[src/rtl/axi3_rd_if.sv]
// AXI3 read-channel bundle (AR + R) shared by the cache masters and the external port.
// ID_W sets the ARID/RID width; data is fixed at 32 bits.
interface axi3_rd_if #(
  parameter int ID_W = 4
) ();
  logic            arvalid;
  logic            arready;
  logic [ID_W-1:0] arid;
  logic [31:0]     araddr;
  logic [3:0]      arlen;
  logic [2:0]      arsize;
  logic [1:0]      arburst;
  logic [1:0]      arlock;
  logic [3:0]      arcache;
  logic [2:0]      arprot;
  logic            rvalid;
  logic            rready;
  logic [ID_W-1:0] rid;
  logic [31:0]     rdata;
  logic [1:0]      rresp;
  logic            rlast;

  modport master (
    output arvalid, arid, araddr, arlen, arsize, arburst, arlock, arcache, arprot, rready,
    input  arready, rvalid, rid, rdata, rresp, rlast
  );

  modport slave (
    input  arvalid, arid, araddr, arlen, arsize, arburst, arlock, arcache, arprot, rready,
    output arready, rvalid, rid, rdata, rresp, rlast
  );
endinterface

[src/rtl/axi3_rd_arbiter.sv]
// Three-to-one AXI3 read arbiter: round-robin AR grant through a one-entry stage,
// RID-based R return, and a per-master cap on outstanding bursts.
module axi3_rd_arbiter #(
  parameter int BUS_WIDTH       = 4,
  parameter int MAX_OUTSTANDING = 4
) (
  input  logic       clk,
  input  logic       rst,
  axi3_rd_if.slave   s0,
  axi3_rd_if.slave   s1,
  axi3_rd_if.slave   s2,
  axi3_rd_if.master  m,
  output logic       err_rid
);

  localparam int CW = $clog2(MAX_OUTSTANDING + 1);
  localparam logic [CW-1:0] CNT_MAX = CW'(MAX_OUTSTANDING);

  typedef enum logic [0:0] {ST_IDLE = 1'b0, ST_ISSUE = 1'b1} state_t;

  state_t               state_r;
  logic [1:0]           last_grant_r;
  logic                 arvalid_r;
  logic [BUS_WIDTH-1:0] arid_r;
  logic [31:0]          araddr_r;
  logic [3:0]           arlen_r;
  logic [2:0]           arsize_r;
  logic [1:0]           arburst_r;
  logic [1:0]           arlock_r;
  logic [3:0]           arcache_r;
  logic [2:0]           arprot_r;
  logic [CW-1:0]        cnt_r [3];
  logic                 err_rid_r;

  logic [2:0]  req_s, elig_s, ar_hs_s, rvalid_s, r_done_s;
  logic [1:0]  win_s, rid_lo_s;
  logic        win_vld_s, grant_s, rid_ok_s, rready_s;
  logic [31:0] sel_addr_s;
  logic [3:0]  sel_len_s, sel_cache_s;
  logic [2:0]  sel_size_s, sel_prot_s;
  logic [1:0]  sel_burst_s, sel_lock_s;

  // (base + step) mod 3 for base in 0..2, step in 1..3
  function automatic logic [1:0] rr_next(input logic [1:0] base, input logic [1:0] step);
    logic [2:0] sum;
    sum = {1'b0, base} + {1'b0, step};
    if (sum >= 3'd6) begin
      rr_next = 2'(sum - 3'd6);
    end else if (sum >= 3'd3) begin
      rr_next = 2'(sum - 3'd3);
    end else begin
      rr_next = sum[1:0];
    end
  endfunction

  assign req_s = {s2.arvalid, s1.arvalid, s0.arvalid};

  // Eligibility and round-robin winner; the k=1 candidate is evaluated last so it wins.
  always_comb begin
    elig_s    = 3'b000;
    win_s     = 2'd0;
    win_vld_s = 1'b0;
    for (int i = 0; i < 3; i++) begin
      elig_s[i] = req_s[i] && (cnt_r[i] != CNT_MAX);
    end
    for (int k = 3; k >= 1; k--) begin
      if (elig_s[rr_next(last_grant_r, 2'(k))]) begin
        win_s     = rr_next(last_grant_r, 2'(k));
        win_vld_s = 1'b1;
      end else begin
        win_vld_s = win_vld_s;
      end
    end
  end

  assign grant_s = (state_r == ST_IDLE) && win_vld_s;

  // One-hot AR handshake per master
  always_comb begin
    ar_hs_s = 3'b000;
    for (int i = 0; i < 3; i++) begin
      ar_hs_s[i] = grant_s && (win_s == 2'(i));
    end
  end

  assign s0.arready = ar_hs_s[0];
  assign s1.arready = ar_hs_s[1];
  assign s2.arready = ar_hs_s[2];

  // AR field mux of the winning master
  always_comb begin
    case (win_s)
      2'd0: begin
        sel_addr_s = s0.araddr;  sel_len_s  = s0.arlen;  sel_size_s  = s0.arsize;
        sel_burst_s = s0.arburst; sel_lock_s = s0.arlock; sel_cache_s = s0.arcache;
        sel_prot_s = s0.arprot;
      end
      2'd1: begin
        sel_addr_s = s1.araddr;  sel_len_s  = s1.arlen;  sel_size_s  = s1.arsize;
        sel_burst_s = s1.arburst; sel_lock_s = s1.arlock; sel_cache_s = s1.arcache;
        sel_prot_s = s1.arprot;
      end
      default: begin
        sel_addr_s = s2.araddr;  sel_len_s  = s2.arlen;  sel_size_s  = s2.arsize;
        sel_burst_s = s2.arburst; sel_lock_s = s2.arlock; sel_cache_s = s2.arcache;
        sel_prot_s = s2.arprot;
      end
    endcase
  end

  // AR state machine and registered downstream AR stage
  always_ff @(posedge clk or negedge rst) begin
    if (!rst) begin
      state_r      <= ST_IDLE;
      last_grant_r <= 2'd2;
      arvalid_r    <= 1'b0;
      arid_r       <= {BUS_WIDTH{1'b0}};
      araddr_r     <= 32'h0;
      arlen_r      <= 4'h0;
      arsize_r     <= 3'h0;
      arburst_r    <= 2'h0;
      arlock_r     <= 2'h0;
      arcache_r    <= 4'h0;
      arprot_r     <= 3'h0;
    end else begin
      case (state_r)
        ST_IDLE: begin
          if (win_vld_s) begin
            state_r      <= ST_ISSUE;
            last_grant_r <= win_s;
            arvalid_r    <= 1'b1;
            arid_r       <= BUS_WIDTH'(win_s);
            araddr_r     <= sel_addr_s;
            arlen_r      <= sel_len_s;
            arsize_r     <= sel_size_s;
            arburst_r    <= sel_burst_s;
            arlock_r     <= sel_lock_s;
            arcache_r    <= sel_cache_s;
            arprot_r     <= sel_prot_s;
          end else begin
            state_r <= ST_IDLE;
          end
        end
        ST_ISSUE: begin
          if (m.arready) begin
            state_r   <= ST_IDLE;
            arvalid_r <= 1'b0;
          end else begin
            state_r <= ST_ISSUE;
          end
        end
        default: begin
          state_r   <= ST_IDLE;
          arvalid_r <= 1'b0;
        end
      endcase
    end
  end

  assign m.arvalid = arvalid_r;
  assign m.arid    = arid_r;
  assign m.araddr  = araddr_r;
  assign m.arlen   = arlen_r;
  assign m.arsize  = arsize_r;
  assign m.arburst = arburst_r;
  assign m.arlock  = arlock_r;
  assign m.arcache = arcache_r;
  assign m.arprot  = arprot_r;

  assign rid_lo_s = m.rid[1:0];
  assign rid_ok_s = ((m.rid >> 2) == {BUS_WIDTH{1'b0}}) && (rid_lo_s != 2'd3);

  // R demux; unknown RIDs are sunk so the shared channel never locks up
  always_comb begin
    rvalid_s = 3'b000;
    for (int i = 0; i < 3; i++) begin
      rvalid_s[i] = m.rvalid && rid_ok_s && (rid_lo_s == 2'(i));
    end
    if (!rid_ok_s) begin
      rready_s = 1'b1;
    end else begin
      case (rid_lo_s)
        2'd0:    rready_s = s0.rready;
        2'd1:    rready_s = s1.rready;
        default: rready_s = s2.rready;
      endcase
    end
    r_done_s = rvalid_s & {3{rready_s & m.rlast}};
  end

  assign m.rready  = rready_s;
  assign s0.rvalid = rvalid_s[0];
  assign s1.rvalid = rvalid_s[1];
  assign s2.rvalid = rvalid_s[2];
  assign s0.rdata  = m.rdata;
  assign s1.rdata  = m.rdata;
  assign s2.rdata  = m.rdata;
  assign s0.rresp  = m.rresp;
  assign s1.rresp  = m.rresp;
  assign s2.rresp  = m.rresp;
  assign s0.rlast  = m.rlast;
  assign s1.rlast  = m.rlast;
  assign s2.rlast  = m.rlast;
  assign s0.rid    = m.rid;
  assign s1.rid    = m.rid;
  assign s2.rid    = m.rid;

  // Outstanding-burst counters; a completion with nothing outstanding is ignored
  always_ff @(posedge clk or negedge rst) begin
    if (!rst) begin
      for (int i = 0; i < 3; i++) begin
        cnt_r[i] <= {CW{1'b0}};
      end
    end else begin
      for (int i = 0; i < 3; i++) begin
        case ({ar_hs_s[i], r_done_s[i]})
          2'b10: cnt_r[i] <= cnt_r[i] + CW'(1);
          2'b01: begin
            if (cnt_r[i] != {CW{1'b0}}) begin
              cnt_r[i] <= cnt_r[i] - CW'(1);
            end else begin
              cnt_r[i] <= cnt_r[i];
            end
          end
          default: cnt_r[i] <= cnt_r[i];
        endcase
      end
    end
  end

  // Sticky flag for R beats carrying an RID no master owns
  always_ff @(posedge clk or negedge rst) begin
    if (!rst) begin
      err_rid_r <= 1'b0;
    end else if (m.rvalid && !rid_ok_s) begin
      err_rid_r <= 1'b1;
    end else begin
      err_rid_r <= err_rid_r;
    end
  end

  assign err_rid = err_rid_r;

endmodule

[src/flat_wrapper.sv]
// flat-port wrapper written by rule: the top's interface ports become plain ports
module axi3_rd_arbiter_flat 
#(
  parameter int BUS_WIDTH       = 4,
  parameter int MAX_OUTSTANDING = 4
)
  (clk, rst, err_rid, s0_arvalid, s0_arid, s0_araddr, s0_arlen, s0_arsize, s0_arburst, s0_arlock, s0_arcache, s0_arprot, s0_rready, s0_arready, s0_rvalid, s0_rid, s0_rdata, s0_rresp, s0_rlast, s1_arvalid, s1_arid, s1_araddr, s1_arlen, s1_arsize, s1_arburst, s1_arlock, s1_arcache, s1_arprot, s1_rready, s1_arready, s1_rvalid, s1_rid, s1_rdata, s1_rresp, s1_rlast, s2_arvalid, s2_arid, s2_araddr, s2_arlen, s2_arsize, s2_arburst, s2_arlock, s2_arcache, s2_arprot, s2_rready, s2_arready, s2_rvalid, s2_rid, s2_rdata, s2_rresp, s2_rlast, m_arvalid, m_arid, m_araddr, m_arlen, m_arsize, m_arburst, m_arlock, m_arcache, m_arprot, m_rready, m_arready, m_rvalid, m_rid, m_rdata, m_rresp, m_rlast);
  axi3_rd_if #(.ID_W(4)) s0_i ();
  axi3_rd_if #(.ID_W(4)) s1_i ();
  axi3_rd_if #(.ID_W(4)) s2_i ();
  axi3_rd_if #(.ID_W(4)) m_i ();
  input  logic clk;
  input  logic rst;
  output logic err_rid;
  input wire logic [$bits(s0_i.arvalid)-1:0] s0_arvalid;
  input wire logic [$bits(s0_i.arid)-1:0] s0_arid;
  input wire logic [$bits(s0_i.araddr)-1:0] s0_araddr;
  input wire logic [$bits(s0_i.arlen)-1:0] s0_arlen;
  input wire logic [$bits(s0_i.arsize)-1:0] s0_arsize;
  input wire logic [$bits(s0_i.arburst)-1:0] s0_arburst;
  input wire logic [$bits(s0_i.arlock)-1:0] s0_arlock;
  input wire logic [$bits(s0_i.arcache)-1:0] s0_arcache;
  input wire logic [$bits(s0_i.arprot)-1:0] s0_arprot;
  input wire logic [$bits(s0_i.rready)-1:0] s0_rready;
  output wire logic [$bits(s0_i.arready)-1:0] s0_arready;
  output wire logic [$bits(s0_i.rvalid)-1:0] s0_rvalid;
  output wire logic [$bits(s0_i.rid)-1:0] s0_rid;
  output wire logic [$bits(s0_i.rdata)-1:0] s0_rdata;
  output wire logic [$bits(s0_i.rresp)-1:0] s0_rresp;
  output wire logic [$bits(s0_i.rlast)-1:0] s0_rlast;
  input wire logic [$bits(s1_i.arvalid)-1:0] s1_arvalid;
  input wire logic [$bits(s1_i.arid)-1:0] s1_arid;
  input wire logic [$bits(s1_i.araddr)-1:0] s1_araddr;
  input wire logic [$bits(s1_i.arlen)-1:0] s1_arlen;
  input wire logic [$bits(s1_i.arsize)-1:0] s1_arsize;
  input wire logic [$bits(s1_i.arburst)-1:0] s1_arburst;
  input wire logic [$bits(s1_i.arlock)-1:0] s1_arlock;
  input wire logic [$bits(s1_i.arcache)-1:0] s1_arcache;
  input wire logic [$bits(s1_i.arprot)-1:0] s1_arprot;
  input wire logic [$bits(s1_i.rready)-1:0] s1_rready;
  output wire logic [$bits(s1_i.arready)-1:0] s1_arready;
  output wire logic [$bits(s1_i.rvalid)-1:0] s1_rvalid;
  output wire logic [$bits(s1_i.rid)-1:0] s1_rid;
  output wire logic [$bits(s1_i.rdata)-1:0] s1_rdata;
  output wire logic [$bits(s1_i.rresp)-1:0] s1_rresp;
  output wire logic [$bits(s1_i.rlast)-1:0] s1_rlast;
  input wire logic [$bits(s2_i.arvalid)-1:0] s2_arvalid;
  input wire logic [$bits(s2_i.arid)-1:0] s2_arid;
  input wire logic [$bits(s2_i.araddr)-1:0] s2_araddr;
  input wire logic [$bits(s2_i.arlen)-1:0] s2_arlen;
  input wire logic [$bits(s2_i.arsize)-1:0] s2_arsize;
  input wire logic [$bits(s2_i.arburst)-1:0] s2_arburst;
  input wire logic [$bits(s2_i.arlock)-1:0] s2_arlock;
  input wire logic [$bits(s2_i.arcache)-1:0] s2_arcache;
  input wire logic [$bits(s2_i.arprot)-1:0] s2_arprot;
  input wire logic [$bits(s2_i.rready)-1:0] s2_rready;
  output wire logic [$bits(s2_i.arready)-1:0] s2_arready;
  output wire logic [$bits(s2_i.rvalid)-1:0] s2_rvalid;
  output wire logic [$bits(s2_i.rid)-1:0] s2_rid;
  output wire logic [$bits(s2_i.rdata)-1:0] s2_rdata;
  output wire logic [$bits(s2_i.rresp)-1:0] s2_rresp;
  output wire logic [$bits(s2_i.rlast)-1:0] s2_rlast;
  output wire logic [$bits(m_i.arvalid)-1:0] m_arvalid;
  output wire logic [$bits(m_i.arid)-1:0] m_arid;
  output wire logic [$bits(m_i.araddr)-1:0] m_araddr;
  output wire logic [$bits(m_i.arlen)-1:0] m_arlen;
  output wire logic [$bits(m_i.arsize)-1:0] m_arsize;
  output wire logic [$bits(m_i.arburst)-1:0] m_arburst;
  output wire logic [$bits(m_i.arlock)-1:0] m_arlock;
  output wire logic [$bits(m_i.arcache)-1:0] m_arcache;
  output wire logic [$bits(m_i.arprot)-1:0] m_arprot;
  output wire logic [$bits(m_i.rready)-1:0] m_rready;
  input wire logic [$bits(m_i.arready)-1:0] m_arready;
  input wire logic [$bits(m_i.rvalid)-1:0] m_rvalid;
  input wire logic [$bits(m_i.rid)-1:0] m_rid;
  input wire logic [$bits(m_i.rdata)-1:0] m_rdata;
  input wire logic [$bits(m_i.rresp)-1:0] m_rresp;
  input wire logic [$bits(m_i.rlast)-1:0] m_rlast;
  assign s0_i.arvalid = s0_arvalid;
  assign s0_i.arid = s0_arid;
  assign s0_i.araddr = s0_araddr;
  assign s0_i.arlen = s0_arlen;
  assign s0_i.arsize = s0_arsize;
  assign s0_i.arburst = s0_arburst;
  assign s0_i.arlock = s0_arlock;
  assign s0_i.arcache = s0_arcache;
  assign s0_i.arprot = s0_arprot;
  assign s0_i.rready = s0_rready;
  assign s0_arready = s0_i.arready;
  assign s0_rvalid = s0_i.rvalid;
  assign s0_rid = s0_i.rid;
  assign s0_rdata = s0_i.rdata;
  assign s0_rresp = s0_i.rresp;
  assign s0_rlast = s0_i.rlast;
  assign s1_i.arvalid = s1_arvalid;
  assign s1_i.arid = s1_arid;
  assign s1_i.araddr = s1_araddr;
  assign s1_i.arlen = s1_arlen;
  assign s1_i.arsize = s1_arsize;
  assign s1_i.arburst = s1_arburst;
  assign s1_i.arlock = s1_arlock;
  assign s1_i.arcache = s1_arcache;
  assign s1_i.arprot = s1_arprot;
  assign s1_i.rready = s1_rready;
  assign s1_arready = s1_i.arready;
  assign s1_rvalid = s1_i.rvalid;
  assign s1_rid = s1_i.rid;
  assign s1_rdata = s1_i.rdata;
  assign s1_rresp = s1_i.rresp;
  assign s1_rlast = s1_i.rlast;
  assign s2_i.arvalid = s2_arvalid;
  assign s2_i.arid = s2_arid;
  assign s2_i.araddr = s2_araddr;
  assign s2_i.arlen = s2_arlen;
  assign s2_i.arsize = s2_arsize;
  assign s2_i.arburst = s2_arburst;
  assign s2_i.arlock = s2_arlock;
  assign s2_i.arcache = s2_arcache;
  assign s2_i.arprot = s2_arprot;
  assign s2_i.rready = s2_rready;
  assign s2_arready = s2_i.arready;
  assign s2_rvalid = s2_i.rvalid;
  assign s2_rid = s2_i.rid;
  assign s2_rdata = s2_i.rdata;
  assign s2_rresp = s2_i.rresp;
  assign s2_rlast = s2_i.rlast;
  assign m_arvalid = m_i.arvalid;
  assign m_arid = m_i.arid;
  assign m_araddr = m_i.araddr;
  assign m_arlen = m_i.arlen;
  assign m_arsize = m_i.arsize;
  assign m_arburst = m_i.arburst;
  assign m_arlock = m_i.arlock;
  assign m_arcache = m_i.arcache;
  assign m_arprot = m_i.arprot;
  assign m_rready = m_i.rready;
  assign m_i.arready = m_arready;
  assign m_i.rvalid = m_rvalid;
  assign m_i.rid = m_rid;
  assign m_i.rdata = m_rdata;
  assign m_i.rresp = m_rresp;
  assign m_i.rlast = m_rlast;
  axi3_rd_arbiter #(.BUS_WIDTH(BUS_WIDTH), .MAX_OUTSTANDING(MAX_OUTSTANDING)) u_core (.clk(clk), .rst(rst), .s0(s0_i), .s1(s1_i), .s2(s2_i), .m(m_i), .err_rid(err_rid));
endmodule
[config.mk]
export PLATFORM = sky130hd
export DESIGN_NAME = axi3_rd_arbiter_flat
export DESIGN_NICKNAME = d
export VERILOG_FILES = /design/src/rtl/axi3_rd_if.sv /design/src/rtl/axi3_rd_arbiter.sv /design/src/flat_wrapper.sv
export SDC_FILE = /design/constraint.sdc
export NUM_CORES = 1
export LEC_CHECK = 0
export BUFFER_PORTS_ARGS = -buffer_cell sky130_fd_sc_hd__buf_2
export CORE_AREA = 2 2 150 152
export CTS_CLUSTER_DIAMETER = 30
export DETAILED_ROUTE_END_ITERATION = 8
export DIE_AREA = 0 0 152 154
export PLACE_DENSITY = 0.52
export RECOVER_POWER = 100
export SYNTH_ARGS = -nofsm -noshare
export SYNTH_HDL_FRONTEND = slang
export SYNTH_SLANG_ARGS = --single-unit
[constraint.sdc]
create_clock -name clk -period 6.1 [get_ports clk]
set_input_delay 0.61 -clock clk [delete_from_list [all_inputs] [get_ports clk]]
set_output_delay 0.61 -clock clk [all_outputs]
set_load 0.05 [all_outputs]
Word-level counts from Yosys, hierarchy flattened. Index checks and enable logic that the tools add are counted.

Register bits: 66. Bits of input ports: 211. Output and inout port bits: 180. Logic and storage cells: 128.

Add/subtract/negate cells: 15. Magnitude comparators: 9. Equal/unequal tests: 19. Multiplexer cells: 39. Bitwise gates (word level): 3. Reductions and logical operators: 28.

Operators with widths (count): case mux 32 bit (2 select lines) (1); case mux 3 bit (2 select lines) (5); 2-to-1 mux 2 bit (9); case mux 4 bit (2 select lines) (2); logical AND 1 bit (13); subtractor 2 bit (second input constant) (6); 2-to-1 mux 1 bit (11); equality test 2 x 1 -> 1 bit (second input constant) (5); equality test 2 bit (second input constant) (5); AND reduction 2 bit (5); adder 3 x 1 -> 3 bit (second input constant) (3); greater-or-equal comparator 3 x 2 -> 1 bit (second input constant) (3); greater-or-equal comparator 3 bit (second input constant) (3); < comparator 2 x 3 -> 1 bit (second input constant) (3); 2-to-1 mux 3 bit (3); != test 3 bit (second input constant) (3); nonzero test 3 bit (3); subtractor 3 x 1 -> 3 bit (second input constant) (3); != test 2 x 1 -> 1 bit (second input constant) (4); case mux 2 bit (2 select lines) (2); adder 2 x 2 -> 3 bit (second input constant) (2); binary-select mux 1 bit (select 2 bit) (3); case mux 1 bit (2 select lines) (3); nonzero test 2 bit (3); other kinds (8) (10).

Logic depth before layout (Yosys ltp). Gate-level depths: netlist of run 1.

Word-level depth: 14. Mapped depth: 14. Mapped depth without buffers: 13.

Least setup slack after synthesis of run 1. No wires, ideal clock.

Path type: input -> register. Start: input m_rid[3]. End: register u_core.cnt_r[7] (netlist name). Setup time: 0.134 ns. Data arrival time: 3.018 ns. Data required time: 5.966 ns. Path slack: 2.949 ns. Stages: 10. Buffers on the path: 0. Path through: nor4b_1 nor2b_1 nand3_1 a21o_2 inv_2 fa_1 o21ai_0 a21oi_1 a21oi_1 o211ai_1.

Longest elaborated chain between the ends: 8. Elaborated cells between the ends (all ways): 13. Classes of those cells: eq/ne: 3; mux: 2; bitwise: 2; reduce/logical: 6.

RTL lines: start, declared (RTL line flat_wrapper.sv:75) `input wire logic [$bits(m_i.rid)-1:0] m_rid;`; zero test 4 bit * (RTL line axi3_rd_arbiter.sv:171) `assign rid_ok_s = ((m.rid >> 2) == {BUS_WIDTH{1'b0}}) && (rid_lo_s != 2'd3);`; logical AND 1 bit * (RTL line axi3_rd_arbiter.sv:171); logical AND 1 bit * (2 in series) (RTL line axi3_rd_arbiter.sv:177) `rvalid_s[i] = m.rvalid && rid_ok_s && (rid_lo_s == 2'(i));`; named net s0_rvalid (RTL line flat_wrapper.sv:26) `output wire logic [$bits(s0_i.rvalid)-1:0] s0_rvalid;`; AND 3 bit * (RTL line axi3_rd_arbiter.sv:188) `r_done_s = rvalid_s & {3{rready_s & m.rlast}};`; equality test 2 x 1 -> 1 bit / equality test 2 bit (equally long branches) (RTL line axi3_rd_arbiter.sv:216) `case ({ar_hs_s[i], r_done_s[i]})`; != test 2 x 1 -> 1 bit (no source line) / nonzero test 2 bit (equally long branches); AND reduction 2 bit (no source line); end signal, assigned by index (RTL line axi3_rd_arbiter.sv:217) `2'b10: cnt_r[i] <= cnt_r[i] + CW'(1);`; end signal, assigned by index (RTL line axi3_rd_arbiter.sv:220) `cnt_r[i] <= cnt_r[i] - CW'(1);`; end signal, assigned by index (RTL line axi3_rd_arbiter.sv:222) `cnt_r[i] <= cnt_r[i];`; end, declared (RTL line axi3_rd_arbiter.sv:32) `logic [CW-1:0] cnt_r [3];`.

The timed path passes the listed nets; every way through them passes the cells marked *. A chain may end at the register's enable or synchronous reset.

Final worst setup path of run 1.
Start: register u_core.last_grant_r[1]. End: register u_core.cnt_r[2] (netlist name).

Longest elaborated chain between the ends: 14. Elaborated cells between the ends (all ways): 42. Classes of those cells: add/sub: 9; order compare: 6; eq/ne: 4; mux: 19; reduce/logical: 4.

RTL lines: start, declared (RTL line axi3_rd_arbiter.sv:22) `logic [1:0] last_grant_r;`; start signal, assigned (RTL line axi3_rd_arbiter.sv:130) `last_grant_r <= win_s;`; adder 2 x 2 -> 3 bit (RTL line axi3_rd_arbiter.sv:46) `sum = {1'b0, base} + {1'b0, step};`; greater-or-equal comparator 3 x 2 -> 1 bit / subtractor 2 bit (equally long branches) (RTL line axi3_rd_arbiter.sv:49, axi3_rd_arbiter.sv:50); 2-to-1 mux 2 bit (RTL line axi3_rd_arbiter.sv:49) `end else if (sum >= 3'd3) begin`; 2-to-1 mux 2 bit (RTL line axi3_rd_arbiter.sv:47) `if (sum >= 3'd6) begin`; binary-select mux 1 bit (select 2 bit) (RTL line axi3_rd_arbiter.sv:67) `if (elig_s[rr_next(last_grant_r, 2'(k))]) begin`; 2-to-1 mux 1 bit (not written as such) (RTL line axi3_rd_arbiter.sv:67); 2-to-1 mux 2 bit / 2-to-1 mux 1 bit (equally long branches) (3 in series) (RTL line axi3_rd_arbiter.sv:67); equality test 2 bit / logical AND 1 bit (equally long branches) (RTL line axi3_rd_arbiter.sv:82, axi3_rd_arbiter.sv:76); logical AND 1 bit * (RTL line axi3_rd_arbiter.sv:82) `ar_hs_s[i] = grant_s && (win_s == 2'(i));`; equality test 2 x 1 -> 1 bit / equality test 2 bit (equally long branches) (RTL line axi3_rd_arbiter.sv:216); != test 2 x 1 -> 1 bit (no source line) / nonzero test 2 bit (equally long branches); AND reduction 2 bit (no source line).

Mark *: on every way between the ends. The rest lies on a longest branch, timed or not. The select of a mux whose other input is x is not followed.

==> results.sh, run 1 <==
export IMPL_synth_avg_cell_area_um2=9.28
export IMPL_synth_edf_count=0
export IMPL_met3_usage=0.0313
export IMPL_hold_class="reg2reg"
export IMPL_r2r_start="u_core.last_grant_r[1]"
export IMPL_synth_ff_type="dfrtp_1"
export IMPL_gp_congestion=0.783
export IMPL_cts_setup_buffers=0
export IMPL_wire_per_inst_um=15.6
export IMPL_coreArea_um2=21700
export IMPL_synth_seq_cells=65
export IMPL_netlist_area_leader_share=0.360
export IMPL_ys_warn_count=0
export IMPL_end_kind="flip-flop"
export IMPL_ir_drop_v=0.000233
export IMPL_required_ns=6.36
export IMPL_htreeDepth=3
export IMPL_maxSlewViolCount=166
export IMPL_top_usage_layer="met2"
export IMPL_status="finished, violations left"
export IMPL_routed_wl_mm=13.6
export IMPL_p_per_area_nw_per_um2=618
export IMPL_layout_drive_gt1_share=0.328
export IMPL_leakagePower_nw=2.30
export IMPL_setup_tns_final_ns=0
export IMPL_rsz0062_at_grt="false"
export IMPL_period_needed_ns=4.26
export IMPL_cts_tree="built"
export IMPL_drc=0
export IMPL_antenna_found_initial=0
export IMPL_r2r_cells=10
export IMPL_num_rows=54
export IMPL_cts_hold_buf=0
export IMPL_final_cells=871
export IMPL_clock_sinks=65
export IMPL_clk_path_buf_depth=2
export IMPL_drt_initial_drc_count=310
export IMPL_grt_overflow=0
export IMPL_multiInputGateArea_um2=1720
export IMPL_seq_area_frac_synth=0.365
export IMPL_fin_worst_skew_ns=0.00623
export IMPL_die_h_um=154
export IMPL_fin_crit_sh=0.698
export IMPL_worst_pin_slew_ns=3.80
export IMPL_met2_usage=0.200
export IMPL_fmaxAchievable_mhz=235
export IMPL_dp_cells=855
export IMPL_regToRegSetupSlack_ns=1.84
export IMPL_dieArea_um2=23400
export IMPL_clock_root_buffer="clkbuf_16"
export IMPL_synth_distinct_cells=55
export IMPL_diodes=0
export IMPL_grt_util_all_layers=0.112
export IMPL_initial_core_util=0.205
export IMPL_port_buffers=240
export IMPL_clock_latency_ns=0.33
export IMPL_crit_arrival_ns=4.51
export IMPL_pin_count=391
export IMPL_synth_common_cells="buf_4, dfrtp_1, nand2_1, o21ai_1, a222oi_1"
export IMPL_syn_inst=480
export IMPL_grt_pass1_vias=3895
export IMPL_cap_violations=3
export IMPL_worstSetupPathType="reg2reg"
export IMPL_whs_endpoint="u_core.err_rid"
export IMPL_r2r_end="u_core.cnt_r[2]"
export IMPL_vias=3923
export IMPL_setup_viol_count_final=0
export IMPL_post_cts_resized=0
export IMPL_register_area_um2=1630
export IMPL_hp_start="u_core.err_rid"
export IMPL_slew_headroom=-1.53
export IMPL_use_met1=0.120
export IMPL_grt_start_max_net_pins=66
export IMPL_yosysMostFrequentCell="buf_4"
export IMPL_viasPerCell=4.50
export IMPL_clkTransAtPathRegs_ns=0.06
export IMPL_async_flop_share=1.00
export IMPL_num_nets_final=802
export IMPL_first_pass_iters=8
export IMPL_hpwl_mm=9.87
export IMPL_ant_nets=0
export IMPL_synth_area_um2=4450
export IMPL_area_delta_synth_final_pct=15.2
export IMPL_min_path_cells=1
export IMPL_synth_area_top_cells="dfrtp_1, buf_4, a222oi_1, o21ai_1, nand2_1"
export IMPL_grt_first_pass_wirelength_mm=20.7
export IMPL_cp_start_kind="flip-flop"
export IMPL_synth_largest_area_cell="dfrtp_1"
export IMPL_fillerInstances=2435
export IMPL_hold_viol=0
export IMPL_violations="capacitance limit, slew limit"
export IMPL_die_w_um=152
export IMPL_cts_buffers_inserted=9
export IMPL_critPathMaxFanout=51
## worst max-delay path by stage
stage / startpoint / to
3_3_place_gp: u_core.last_grant_r[1] / u_core.cnt_r[7]
6_report: u_core.last_grant_r[1] / u_core.cnt_r[2]
3_5_place_dp: u_core.last_grant_r[1] / u_core.cnt_r[7]
2_1_floorplan: m_rid[3] / u_core.cnt_r[7]
4_1_cts: u_core.last_grant_r[1] / s0_arready
5_1_grt: u_core.last_grant_r[1] / u_core.cnt_r[2]
## cells by family (layout without fill, tap and decap cells)
logic type,count (synthesis),count (layout),synth area share
fa+ha+maj,5,5,0.0174
xor+xnor,1,1,0.00197
other cells,1,2,0.000842
flops,65,65,0.365
compound gates,141,141,0.240
simple gates,109,109,0.119
buf+inv,155,265,0.249
mux,3,3,0.00702
## power by group
group          total [mW]  switching (mW)  internal (mW)
combinational        1.87            1.37          0.496
sequential          0.777           0.133          0.644
clock               0.524           0.197          0.327
## worst max-delay path: stages, from the launching register on
cell      delay [ns]
dfstp_1         0.55
inv_1           0.05
ha_1            0.25
and3_1          0.24
nor2_1          0.22
o2111a_2        0.24
clkbuf_1        1.72
nor3b_1         0.49
nand2_1         0.12
a21boi_0        0.14
o22ai_1         0.16
## routing by layer
layer | share of wire | routed length (um)
met5 | 0 | 0
met4 | 0.039 | 531
met3 | 0.064 | 876
met2 | 0.51 | 6930
met1 | 0.39 | 5260
## per-stage QoR
stage	utilization	total power, mW	hold WS (ns)	area, um^2	setup slack [ns]
CTS	0.242	3.34	0.429	5250	2.59
detailed placement	0.229	2.80	0.446	4960	2.77
finish	0.237	3.17	0.455	5130	1.84
global placement	0.229	2.77	0.436	4960	2.79
global route	0.237	3.45	0.487	5130	1.25
floorplan	-	2.55	0.314	4460	2.95
## sequential cells by signal, summed over array words and instances (netlist names)
signal,count
u_core.cnt_r,9
u_core.err_rid,1
u_core.last_grant_r,2
u_core.m.araddr,32
u_core.m.arburst,2
u_core.m.arcache,4
u_core.m.arid,1
u_core.m.arlen,4
u_core.m.arlock,2
u_core.m.arprot,3
u_core.m.arsize,3
u_core.m.arvalid,1
u_core.state_r,1
## cell usage in the layout (no fill, tap or decap), drive strengths merged, types with 3 or more instances in the layout
cell	instances
and3	4
o31a	5
and2	4
nor2	14
inv	6
dfrtp	64
nor2b	3
ha	3
a222oi	50
o211ai	4
nand3	5
buf	163
clkbuf	93
a21o	6
nor3b	4
nand2	63
nor3	3
or3b	3
o21ai	61
## area by class of cell
cell class                      instances  area share
Inverter                                6     0.00439
Tap cell                              280      0.0683
Timing Repair Buffer                  243       0.218
Clock inverter                          3     0.00780
Clock buffer                           13      0.0488
Sequential cell                        65       0.317
Multi-Input combinational cell        261       0.335
Note: power is estimated with default switching activity, not from simulation.
==> run 2, diff against run 1 <==
CORE_AREA = 2 2 151 153   (was 2 2 150 152)
DIE_AREA = 0 0 153 155   (was 0 0 152 154)
PLACE_DENSITY = 0.51   (was 0.52)
clock period = 4.2 ns   (was 6.1 ns; I/O delays follow)
==> run 2 against run 1 <==
Compared with the run above: combinational power up 49%; wire length up 0.88%; power up 46%; die area up 1.3%; first-iteration DRC count up 4.2%; setup slack worse by 1.1 ns; non-clock buffer count up 5; sequential share of layout area down 0.25 points; sequential power up 45%; the flow still finishes with violations (capacitance limit, slew limit).
==> results.sh, run 2 (synthesized netlist as in run 1, its figures left out) <==
export IMPL_cts_hold_buf=0
export IMPL_cts_buffers_inserted=9
export IMPL_ant_nets=0
export IMPL_final_common_cell="buf_2"
export IMPL_hpwl_mm=10.4
export IMPL_p_per_area_nw_per_um2=894
export IMPL_initial_core_util=0.200
export IMPL_crit_family="buffers and inverters"
export IMPL_final_cells=880
export IMPL_whs_endpoint="u_core.state_r"
export IMPL_area_delta_synth_final_pct=16.2
export IMPL_clock_root_buffer="clkbuf_16"
export IMPL_required_ns=3.78
export IMPL_holdWs_ns=0.283
export IMPL_end_kind="output port"
export IMPL_hold_viol=0
export IMPL_min_path_cells=2
export IMPL_fin_crit_sh=0.826
export IMPL_vias=3904
export IMPL_period_needed_ns=3.47
export IMPL_clock_sinks=65
export IMPL_grt_pass1_vias=3650
export IMPL_cp_cell_sequence="ha_1 > and3_1 > nor2_1 > o2111a_1 > nor2b_1 > clkbuf_1 > buf_2"
export IMPL_fin_worst_skew_ns=0.00771
export IMPL_dpl_cell_area_um2=5010
export IMPL_slowest_delay_ns=0.55
export IMPL_first_pass_iters=6
export IMPL_setup_tns_final_ns=0
export IMPL_most_common_layout_cells="buf_2, clkbuf_1, dfrtp_1"
export IMPL_dieArea_um2=23700
export IMPL_die_w_um=153
export IMPL_num_nets_final=807
export IMPL_final_cell_area_um2=5170
export IMPL_grt_first_pass_wirelength_mm=20.8
export IMPL_die_h_um=155
export IMPL_wire_per_inst_um=15.6
export IMPL_grt_overflow=0
export IMPL_pin_count=391
export IMPL_antenna_found_initial=0
export IMPL_r2r_start="u_core.last_grant_r[1]"
export IMPL_dp_cells=865
export IMPL_viasPerCell=4.44
export IMPL_port_buffers=240
export IMPL_worstSetupPathType="reg2out"
export IMPL_critPathMaxFanout=7
export IMPL_layout_drive_gt1_share=0.338
export IMPL_drc=0
export IMPL_violations="capacitance limit, slew limit"
export IMPL_setup_viol_count_final=0
export IMPL_cap_violations=2
export IMPL_diodes=0
export IMPL_clock_latency_ns=0.33
export IMPL_slew_headroom=-0.192
export IMPL_ir_drop_v=0.000328
export IMPL_largest_register_ffs=32
export IMPL_cts_setup_buffers=0
export IMPL_clkTransAtPathRegs_ns=0.06
export IMPL_fmaxAchievable_mhz=288
export IMPL_cts_tree="built"
export IMPL_cp_num_buf_inv=2
export IMPL_cp_start_kind="flip-flop"
export IMPL_num_rows=55
export IMPL_r2r_end="u_core.m.araddr[0]"
export IMPL_clk_path_buf_depth=2
export IMPL_leakagePower_nw=2.32
export IMPL_crit_arrival_ns=3.05
export IMPL_hold_class="in2reg"
export IMPL_status="finished, violations left"
export IMPL_coreArea_um2=22200
export IMPL_r2r_cells=7
export IMPL_grt_util_all_layers=0.112
export IMPL_rsz0062_at_grt="false"
export IMPL_utilization=0.233
export IMPL_grt_start_max_net_pins=66
export IMPL_maxSlewViolCount=110
export IMPL_cp_slowest_cell="dfstp_1"
export IMPL_drt_initial_drc_count=323
export IMPL_htreeDepth=3
export IMPL_hp_start="m_arready"
export IMPL_routed_wl_mm=13.7
export IMPL_gp_congestion=0.748
export IMPL_worst_pin_slew_ns=1.79
export IMPL_regToRegSetupSlack_ns=0.84
export IMPL_post_cts_resized=0
run 2: changes by cell type in the layout (fill, tap and decap cells not counted), sizes merged:
cell      change
bufinv        -1
buf           +7
clkbuf        -3
clkinvlp      +1
run 2: power breakdown:
group | total (mW) | switching [mW] | internal, mW
Clock | 0.702 | 0.291 | 0.411
Combinational | 2.79 | 2.02 | 0.772
Sequential | 1.13 | 0.198 | 0.934
run 2: layout make-up:
type	count	area, um^2
multi-input combinational	261	1730
timing repair buffer	248	1170
tap	285	357
clock buffer	12	246
inverter	6	22.5
fill	2501	17100
clock inverter	3	17.5
sequential	65	1630
run 2: routing by layer:
layer | vias to the layer above | global-route usage | part of all wire
met5 | - | 0 | 0
met4 | 0 | 0.0454 | 0.017
met3 | 24 | 0.0323 | 0.082
met2 | 222 | 0.182 | 0.48
met1 | 1787 | 0.141 | 0.42
li1 | 1871 | - | -
run 2: stage by stage:
step / worst slack [ns] / power (mW)
global route: 0.474 / 5.01
detailed placement: 0.979 / 4.12
global placement: 1.01 / 4.10
floorplan: 1.24 / 3.71
finish: 0.730 / 4.62
CTS: 0.981 / 4.85
run 2: how the worst max path moves through the flow:
stage,startpoint,end,slack [ns],cells after the start
6_report,u_core.last_grant_r[1],s2_arready,0.73,7
5_1_grt,u_core.last_grant_r[1],s2_arready,0.47,8
4_1_cts,u_core.last_grant_r[1],u_core.cnt_r[7],0.98,12
3_5_place_dp,u_core.last_grant_r[1],u_core.cnt_r[7],0.98,12
3_3_place_gp,u_core.last_grant_r[1],u_core.cnt_r[7],1.01,13
2_1_floorplan,m_rid[3],u_core.cnt_r[7],1.24,10
==> run 3, diff against run 2 <==
clock period = 3.4 ns   (was 4.2 ns; I/O delays follow)
==> run 3 against run 2 <==
Compared with the run above: first-iteration DRC count rose by 34%; global-route usage fell by 0.30 points; combinational power rose by 23%; sequential cell count did not move; setup slack got worse by 0.48 ns; the flow finishes with violations (DRC, capacitance limit, slew limit); sequential power rose by 24%; non-clock buffer count rose by 3.
==> results.sh, run 3 (synthesized netlist as in run 1, its figures left out) <==
export IMPL_cts_buffers_inserted=9
export IMPL_vias=3974
export IMPL_die_h_um=155
export IMPL_setup_tns_final_ns=0
export IMPL_pwr_share_comb=0.584
export IMPL_clkTransAtPathRegs_ns=0.06
export IMPL_period_needed_ns=3.15
export IMPL_status="finished, violations left"
export IMPL_cap_violations=1
export IMPL_slew_headroom=-0.167
export IMPL_fin_crit_sh=0.926
export IMPL_power_frac_seq=0.237
export IMPL_hpwl_mm=10.2
export IMPL_grt_overflow=0
export IMPL_htreeDepth=3
export IMPL_routed_wl_mm=13.4
export IMPL_critPathMaxFanout=30
export IMPL_cts_hold_buf=0
export IMPL_setup_viol_count_final=0
export IMPL_setup_ws_ns=0.252
export IMPL_clk_path_buf_depth=2
export IMPL_coreArea_um2=22200
export IMPL_switching_share=0.527
export IMPL_num_rows=55
export IMPL_worst_pin_slew_ns=1.75
export IMPL_grt_start_max_net_pins=66
export IMPL_maxSlewViolCount=66
export IMPL_leakagePower_nw=2.36
export IMPL_drt_initial_drc_count=434
export IMPL_cp_slowest_cell="dfstp_1"
export IMPL_ant_nets=0
export IMPL_wire_per_inst_um=15.2
export IMPL_grt_first_pass_wirelength_mm=20.2
export IMPL_layout_drive_gt1_share=0.347
export IMPL_hold_class="in2reg"
export IMPL_clock_latency_ns=0.34
export IMPL_cts_setup_buffers=0
export IMPL_most_common_layout_cells="buf_2, clkbuf_1, dfrtp_1"
export IMPL_largest_register_ffs=32
export IMPL_antenna_found_initial=0
export IMPL_power_share_clock=0.179
export IMPL_clock_sinks=65
export IMPL_viasPerCell=4.50
export IMPL_worstSetupPathType="reg2out"
export IMPL_crit_arrival_ns=2.81
export IMPL_slowest_delay_ns=0.54
export IMPL_area_delta_synth_final_pct=17.7
export IMPL_diodes=0
export IMPL_final_cells=884
export IMPL_fin_worst_skew_ns=0.0101
export IMPL_fmaxAchievable_mhz=318
export IMPL_violations="DRC, capacitance limit, slew limit"
export IMPL_initial_core_util=0.200
export IMPL_p_int_mw=2.78
export IMPL_clock_root_buffer="clkbuf_16"
export IMPL_num_nets_final=810
export IMPL_rsz0062_at_grt="false"
export IMPL_p_per_area_nw_per_um2=1120
export IMPL_ir_drop_v=0.000383
export IMPL_required_ns=3.06
export IMPL_gp_congestion=0.756
export IMPL_end_kind="output port"
export IMPL_post_cts_resized=0
export IMPL_p_switching_mw=3.10
export IMPL_first_pass_iters=9
export IMPL_hold_viol=0
export IMPL_die_w_um=153
export IMPL_fillerInstances=2497
export IMPL_grt_pass1_vias=3591
export IMPL_place_ws_ns=0.419
export IMPL_pin_count=391
export IMPL_port_buffers=240
export IMPL_dp_cells=868
export IMPL_final_common_cell="buf_2"
export IMPL_dieArea_um2=23700
export IMPL_grt_util_all_layers=0.109
export IMPL_cp_cell_sequence="ha_1 > and3_1 > nor2_1 > nand2_1 > or3_4 > buf_4 > and2_2 > clkbuf_2"
export IMPL_drc=2
export IMPL_cts_tree="built"
export IMPL_cp_start_kind="flip-flop"
run 3: cell count changes in the layout (fill, tap and decap cells not counted), moves of 2 or more:
cell / delta
clkbuf_2: +4
clkinv_2: -2
bufinv_16: +2
clkbuf_1: -2
run 3: metal layers:
metal	vias to the layer above	share of wire	track usage
met1	1844	0.41	0.134
li1	1875	-	-
met2	232	0.48	0.180
met3	23	0.088	0.0315
met5	-	0	0
met4	0	0.018	0.0467
run 3: stage by stage:
stage	cell area [um^2]	hold WS [ns]	utilization	total power [mW]
after floorplan	4460	0.0444	-	4.58
after global placement	5020	0.448	0.226	5.05
after detailed placement	5020	0.455	0.226	5.08
after CTS	5360	0.164	0.241	6.18
after global routing	5240	0.204	0.236	6.36
final	5240	0.207	0.236	5.89
run 3: cell type report:
cell class	instances	area, um^2	area share
inverter	6	22.5	0.00430
tap	285	357	0.0680
multi-input combinational	261	1720	0.329
timing repair buffer	251	1180	0.225
sequential	65	1630	0.311
clock inverter	4	75.1	0.0143
clock buffer	12	256	0.0489
run 3: path summary, 6_finish.rpt:
path,from,to,slack (ns),depth (start not counted)
setup / recovery,u_core.last_grant_r[1],s0_arready,0.25,8
hold / removal,m_arready,u_core.state_r,0.21,2
setup reg to reg,u_core.last_grant_r[1],u_core.m.araddr[4],0.35,9
hold reg to reg,u_core.err_rid,u_core.err_rid,0.46,1
max in group asynchronous,rst,u_core.m.araddr[16],1.88,1
min in group asynchronous,rst,u_core.m.araddr[0],0.47,1
run 3: power by group through the flow:
stage | logic, mW | clock network [mW] | registers [mW]
global route | 3.77 | 1.14 | 1.46
floorplan | 2.21 | 0 | 2.37
CTS | 3.68 | 1.10 | 1.39
finish | 3.44 | 1.05 | 1.40
detailed placement | 3.69 | 0 | 1.40
global placement | 3.66 | 0 | 1.39
run 3: worst max-delay path: cells and delay by family (launching register included):
| family | cells | cell delay, ns |
|---|---|---|
| fa+ha+maj | 1 | 0.29 |
| simple gates | 5 | 1.15 |
| flops | 1 | 0.54 |
| buf+inv | 2 | 0.48 |
